### src/rtl/riscv_pipe_pkg.sv
// Shared pipeline definitions: control-vector bit indices, default widths, reset values.
// Holds no logic; it is imported by the pipeline stage registers.
package riscv_pipe_pkg;

  localparam int DATA_W_DEF = 32;
  localparam int ADDR_W_DEF = 5;
  localparam int CTRL_W_DEF = 4;

  localparam int CTRL_REG_WE = 0;
  localparam int CTRL_WBSEL  = 1;
  localparam int CTRL_MEM_RD = 2;
  localparam int CTRL_MEM_WR = 3;

  localparam logic RST_VALID = 1'b0;
  localparam logic RST_READY = 1'b1;

  typedef enum logic [1:0] {
    ST_EMPTY = 2'd0,
    ST_FULL  = 2'd1,
    ST_SKID  = 2'd2
  } stage_state_t;

endpackage

### src/rtl/pipe_payload_reg.sv
// W-bit load-enable payload register, async active-low clear; 1-cycle latency, no handshake.
module pipe_payload_reg #(
  parameter int W = 8
) (
  input  logic         clk,
  input  logic         reset,
  input  logic         load,
  input  logic [W-1:0] d,
  output logic [W-1:0] q
);

  always_ff @(posedge clk or negedge reset) begin
    if (!reset)    q <= '0;
    else if (load) q <= d;
  end

endmodule

### src/rtl/ex_mem_stage_reg.sv
// EX/MEM stage register, 1-cycle latency, valid/ready with flush and ctrl gating on bubbles.
// EX_MEM_SKID_EN: 2-entry skid with registered in_ready; otherwise in_ready follows out_ready.
module ex_mem_stage_reg
  import riscv_pipe_pkg::*;
#(
  parameter int DATA_W = DATA_W_DEF,
  parameter int ADDR_W = ADDR_W_DEF,
  parameter int CTRL_W = CTRL_W_DEF
) (
  input  logic              clk,
  input  logic              reset,
  input  logic              flush,
  input  logic              in_valid,
  output logic              in_ready,
  input  logic [ADDR_W-1:0] in_write_addr,
  input  logic [DATA_W-1:0] in_alu_result,
  input  logic [DATA_W-1:0] in_store_data,
  input  logic [CTRL_W-1:0] in_ctrl,
  output logic              out_valid,
  input  logic              out_ready,
  output logic [ADDR_W-1:0] out_write_addr,
  output logic [DATA_W-1:0] out_alu_result,
  output logic [DATA_W-1:0] out_store_data,
  output logic [CTRL_W-1:0] out_ctrl
);

  localparam int PW = ADDR_W + 2 * DATA_W + CTRL_W;

  logic [PW-1:0]     in_pay;
  logic [PW-1:0]     main_d;
  logic [PW-1:0]     main_q;
  logic              main_load;
  logic              main_valid;
  logic              accept;
  logic              drain;
  logic [CTRL_W-1:0] ctrl_raw;

  assign in_pay = {in_write_addr, in_alu_result, in_store_data, in_ctrl};
  assign accept = in_valid & in_ready;
  assign drain  = main_valid & out_ready;

`ifdef EX_MEM_SKID_EN
  stage_state_t  state;
  logic [PW-1:0] skid_q;
  logic          skid_load;

  always_ff @(posedge clk or negedge reset) begin
    if (!reset) begin
      state <= ST_EMPTY;
    end else if (flush) begin
      state <= ST_EMPTY;
    end else begin
      case (state)
        ST_EMPTY: if (accept) state <= ST_FULL;
        ST_FULL: begin
          if (accept && !drain)      state <= ST_SKID;
          else if (!accept && drain) state <= ST_EMPTY;
        end
        ST_SKID:  if (drain) state <= ST_FULL;
        default:  state <= ST_EMPTY;
      endcase
    end
  end

  // in_ready decodes only the state flops, so out_ready never reaches it combinationally.
  assign in_ready   = (state != ST_SKID);
  assign main_valid = (state != ST_EMPTY);
  assign main_load  = ((state == ST_EMPTY) && accept) ||
                      ((state == ST_FULL) && accept && drain) ||
                      ((state == ST_SKID) && drain);
  assign main_d     = (state == ST_SKID) ? skid_q : in_pay;
  assign skid_load  = (state == ST_FULL) && accept && !drain;

  pipe_payload_reg #(.W(PW)) u_skid (
    .clk   (clk),
    .reset (reset),
    .load  (skid_load),
    .d     (in_pay),
    .q     (skid_q)
  );
`else
  logic valid_q;

  always_ff @(posedge clk or negedge reset) begin
    if (!reset)      valid_q <= RST_VALID;
    else if (flush)  valid_q <= 1'b0;
    else if (accept) valid_q <= 1'b1;
    else if (drain)  valid_q <= 1'b0;
  end

  assign main_valid = valid_q;
  assign in_ready   = !valid_q | out_ready;
  assign main_load  = accept;
  assign main_d     = in_pay;
`endif

  pipe_payload_reg #(.W(PW)) u_main (
    .clk   (clk),
    .reset (reset),
    .load  (main_load),
    .d     (main_d),
    .q     (main_q)
  );

  assign {out_write_addr, out_alu_result, out_store_data, ctrl_raw} = main_q;
  assign out_valid = main_valid;
  // Stale payload may linger after a bubble or flush; gating ctrl prevents phantom writes.
  assign out_ctrl  = main_valid ? ctrl_raw : '0;

endmodule

### config.mk
export PLATFORM = sky130hd
export DESIGN_NAME = ex_mem_stage_reg
export DESIGN_NICKNAME = d
export VERILOG_FILES = /design/src/rtl/riscv_pipe_pkg.sv /design/src/rtl/pipe_payload_reg.sv /design/src/rtl/ex_mem_stage_reg.sv
export SDC_FILE = /design/constraint.sdc
export NUM_CORES = 1
export LEC_CHECK = 0
export CAP_MARGIN = 10
export CORE_ASPECT_RATIO = 0.7
export CORE_UTILIZATION = 40
export CTS_CLUSTER_SIZE = 10
export DETAILED_ROUTE_END_ITERATION = 10
export PLACE_DENSITY = 0.76
export SLEW_MARGIN = 20
export SYNTH_ARGS = -nofsm -noshare
export SYNTH_HDL_FRONTEND = slang
export SYNTH_SLANG_ARGS = --single-unit
### constraint.sdc
create_clock -name clk -period 1.4 [get_ports clk]
set_clock_uncertainty 0.05 [all_clocks]
set_input_delay 0.21 -clock clk [delete_from_list [all_inputs] [get_ports clk]]
set_output_delay 0.21 -clock clk [all_outputs]
set_load 0.02 [all_outputs]
; Word level (Yosys, flattened, before mapping)
; Cells that the tools add are included.
[totals]
ff_bits = 74
out_inout_bits = 75
[classes]
muxes = 4
bitwise_logic = 3
n_reduce_logical = 2
[op_table]
columns = op, count
row1 = two-way mux 4 bit, 1
row2 = two-way mux 1 bit, 3
row3 = nonzero test 3 bit, 1
row4 = bitwise AND 1 bit, 2
row5 = logical NOT 1 bit, 1
row6 = bitwise OR 1 bit, 1

; Logic depth before layout (Yosys ltp)
[depth]
ltp_word = 5
ltp_mapped = 4
depth_no_buf = 3

; Cells and area by module
; A second synthesis with hierarchy kept.
[hier_totals]
hier_cells = 163
hier_area_um2 = 3136.8
[by_module_without_submodules]
columns = mod, instances, cells_per_inst, area_per_inst_um2, seq_area_each_um2
row1 = pipe_payload_reg, 1, 154, 3062.9, 1826.8
row2 = ex_mem_stage_reg, 1, 9, 73.8, 25.0

; Least setup slack after synthesis
; Ideal clock, no wire load.
[synth_timing]
path_type = reg2reg
from = register valid_q, in the netlist out_valid
to = register u_main.q[0]
arrival_time_ns = 1.270
t_required_ns = 1.225
path_slack_ns = -0.045
path_stages_with_launch = 5
n_path_buf = 1
synth_period_minus_slack_ns = 1.445
cell_sequence = dfrtp_1 -> nand2b_4 -> nand2_8 -> buf_6 -> mux2_4
[synth_via]
elab_chain_cells = 3
[synth_rtl]
columns = item, line
row1 = "start, declared", ex_mem_stage_reg.sv:82  ; logic valid_q;
row2 = "start signal, assigned", ex_mem_stage_reg.sv:85  ; if (!reset) valid_q <= RST_VALID;
row3 = "start signal, assigned", ex_mem_stage_reg.sv:86  ; else if (flush) valid_q <= 1'b0;
row4 = "start signal, assigned", ex_mem_stage_reg.sv:87  ; else if (accept) valid_q <= 1'b1;
row5 = logical NOT 1 bit, ex_mem_stage_reg.sv:92  ; assign in_ready = !valid_q | out_ready;
row6 = bitwise OR 1 bit, ex_mem_stage_reg.sv:92
row7 = via in_ready, ex_mem_stage_reg.sv:14  ; output logic in_ready,
row8 = bitwise AND 1 bit, ex_mem_stage_reg.sv:39  ; assign accept = in_valid & in_ready;
row9 = "end signal, assigned", pipe_payload_reg.sv:13  ; if (!reset) q <= '0;
row10 = "end signal, assigned", pipe_payload_reg.sv:14  ; else if (load) q <= d;
row11 = "end, declared", pipe_payload_reg.sv:9  ; output logic [W-1:0] q
; The timed path passes the listed nets, and every way through them passes these cells.
; A chain may end at the register's enable or synchronous reset.

; Worst setup path after layout
[layout_timing]
from = register valid_q, in the netlist out_valid
to = register u_main.q[31]
[layout_via]
elab_chain_cells = 3
[layout_rtl]
columns = item, line
row1 = logical NOT 1 bit, ex_mem_stage_reg.sv:92
row2 = bitwise OR 1 bit, ex_mem_stage_reg.sv:92
row3 = bitwise AND 1 bit, ex_mem_stage_reg.sv:39
; No other way between the ends.

==> out/metrics.csv <==
metric,value,unit
worst hold path type,in2async,
Buf/Inv on CP,2,
Worst Tran Pin Value,0.3091,ns
DRT iter0 DRCs,39,
Reg2Reg Launch Point,out_valid$_DFFE_PN0P_,
Critical Path End Type,flop,
critical path class,reg2reg,
IO Pins,153,
final worst slack,-0.05427,ns
biggest area consumer among synthesized cells,dfrtp_1,
P_sw,0.001665,W
Die Area,9411,sq um
#FFs+latches synth,74,
TritonCTS clock tree,done,
Placed Cells,444,
Clk pwr share,41.4,%
Worst R2R End,u_main.q[31]$_DFFE_PN0P_,
Final Setup Violations,74,
Flop pwr share,36.3,%
path length in cells of the critical path,5,
fill cell count,695,
cell chain of the critical path,buf_12 > nand2b_4 > nand2_8 > buf_12 > mux2_4,
initial antenna violation count,0,
DRT Pass-1 Iters,2,
Tmin final,1.454,ns
"Hold Violations, Final",0,
"Data required, critical path",1.55,ns
FP Rows,28,
max_cap viols,0,
area grow syn2layout,43.27,%
clk slew on worst S/H paths,0.06,ns
vias in the first global route,2144,
CP startpoint kind,flop,
"slowest stage cell, crit path",dfrtp_2,
Tcrit/Tclk final,103.9,%
Peak Freq,687.6,MHz
CORE AREA,8583,sq um
Slew headroom,79.39,%
Post-Layout Cell Count,463,
Total GRT Usage,15.67,%
Die Ht,81.47,um
RSZ-0062 raised after global routing,yes,
largest net degree at the start of global routing,37,
CTS root buffer,clkbuf_16,
Commonest cells post-synth,"74 x dfrtp_1, 70 x mux2_4, 69 x buf_4",
status,"complete, but fails checks",
Sw Ratio,23.70,%
Via Count,1928,
Synth area leaders,"dfrtp_1 51%, mux2_4 29%, buf_4 14%",
power per cell area,1359,nW/um^2
synth warn,0,
top-count cell post-synth,dfrtp_1,
number of diodes,0,
share of layout cells above drive strength 1,34.40,%
worst vdd rail ir drop,0.5956,mV
leak pwr,2.504,nW
PortBufs,152,
top fanout value on the critical path,15,
final antenna-violating net count,0,
# DRC,0,
Detail Placement HPWL,5131,um
Main synth FF type,dfrtp_1,
Async SR Flop Fraction,100.0,%
CTS buffer count,9,
Post-synth EDFFs,0,
Total Wirelength,6999,um
"Largest stage delay, worst path",0.43,ns
CTS Buffer Depth,2,
Mean Syn Cell Area,15.62,sq um
Int Power,0.005361,W
"most used cell, CP",buf_12,
gr ovfl total,0,
"Arr. time, crit path",1.60,ns
count of cell types in the netlist,11,
H-tree level count,3,
syn nets,309,
crit path capture,u_main.q[31]$_DFFE_PN0P_,
crit path from,out_valid$_DFFE_PN0P_,
routability congestion estimate from global placement,0.6879,
cell family with the largest share of critical-path delay,flip-flops,
Via density,4.164,
# clock sinks,74,
gate count of the mapped netlist,231,
worst skew pair latency,0.31,ns
Reg2Reg Setup Slack,-0.05,ns
post-synthesis sequential area ratio,51.32,%
Die X,115.5,um
Layout Nets,416,
detailed-route wire length per cell,15.12,um
Post-Route Setup TNS,-2.522,ns
R2R depth,5,
first-pass GRT wire length,10840,um
Pins Over Slew Limit,0,
logic gate share of total power,22.3,%
Post-Syn Area,3608,sq um
top cell type's share of synthesized area,51.32,%
failing checks,setup timing,
Initial Utilization,42.04,%
==> cell usage in the layout (no fill, tap or decap) <==
master / count
buf_6: 2
mux2_2: 3
and2_1: 4
nand2_8: 1
dlygate4sd2_1: 69
buf_2: 5
dlygate4sd3_1: 1
a21oi_1: 1
clkbuf_8: 3
dfrtp_2: 1
nand2b_4: 1
buf_12: 5
dfrtp_1: 73
bufinv_16: 4
clkdlybuf4s50_1: 76
clkbuf_16: 9
inv_1: 1
mux2_4: 70
buf_4: 14
==> flip-flops by register name, summed over array words and instances, names as in the netlist <==
| register | flops |
|---|---|
| u_main.q | 73 |
| out_valid | 1 |
==> worst reg2reg max path, cell delays in order (launching register included) <==
cell,delay (ns)
dfrtp_2,0.43
buf_12,0.13
nand2b_4,0.09
nand2_8,0.13
buf_12,0.20
mux2_4,0.30
==> cells by family (layout without fill, tap and decap cells) <==
family,count (synthesis),in the layout,synth area share (%)
AOI/OAI and AO/OA,1,1,0.1386
muxes,73,73,30.06
buffers and inverters,77,189,16.85
and+or+nand+nor,6,6,1.630
DFF,74,74,51.32
==> power groups by stage <==
stage               Combinational (W)  Clock (W)  Sequential (W)
finish                        0.00157    0.00291         0.00255
global route                  0.00166    0.00308         0.00259
CTS                           0.00158    0.00298         0.00256
detailed placement            0.00176          0         0.00259
global placement              0.00173          0         0.00259
floorplan                     0.00124          0         0.00255
==> metrics by stage <==
stage	power (W)	setup WS, ns	hold WS [ns]	utilization [%]	area [sq um]
after floorplan	0.003794	0.04822	-0.1356	-	3610
after global placement	0.004328	-0.2954	0.07227	56.53	4852
after detailed placement	0.004347	-0.3159	0.07226	56.53	4852
after CTS	0.007119	-0.06377	0.2793	60.10	5159
after global routing	0.007325	-0.09777	0.3156	60.23	5170
final	0.007026	-0.05427	0.3001	60.23	5170
==> how the worst min path moves through the flow <==
stage / endpoint / slack [ns] / cells past startpoint
after global placement: u_main.q[12]$_DFFE_PN0P_ / 0.07 / 1
after global routing: u_main.q[13]$_DFFE_PN0P_ / 0.32 / 2
after detailed placement: u_main.q[13]$_DFFE_PN0P_ / 0.07 / 1
after CTS: u_main.q[13]$_DFFE_PN0P_ / 0.28 / 2
after floorplan: out_valid$_DFFE_PN0P_ / -0.14 / 0
final: u_main.q[13]$_DFFE_PN0P_ / 0.30 / 2
==> cell type report <==
cell class,count,area [sq um],share of cell area [%]
timing repair buffer,172,1628,31.49
multi-input combinational,80,1149,22.22
sequential,74,1853,35.84
tap,120,150.1,2.904
clock inverter,4,120.1,2.323
inverter,1,3.754,0.07260
clock buffer,12,266.5,5.155
==> per-layer routing <==
| metal | global-route usage (%) | up-vias | share of wire (%) |
|---|---|---|---|
| met3 | 6.347 | 6 | 8.8 |
| met5 | 0 | - | 0 |
| met2 | 23.59 | 101 | 44 |
| li1 | - | 922 | - |
| met4 | 5.844 | 0 | 1.1 |
| met1 | 20.31 | 899 | 46 |
==> repair_timing <==
item,in CTS,in global routing
buffers inserted,1,1
hold buffers,1,0
gates resized for setup,92,4
endpoints found under the setup margin,75,75
endpoints found under the hold margin,20,0
No activity file was read; power rests on OpenSTA's default activity.
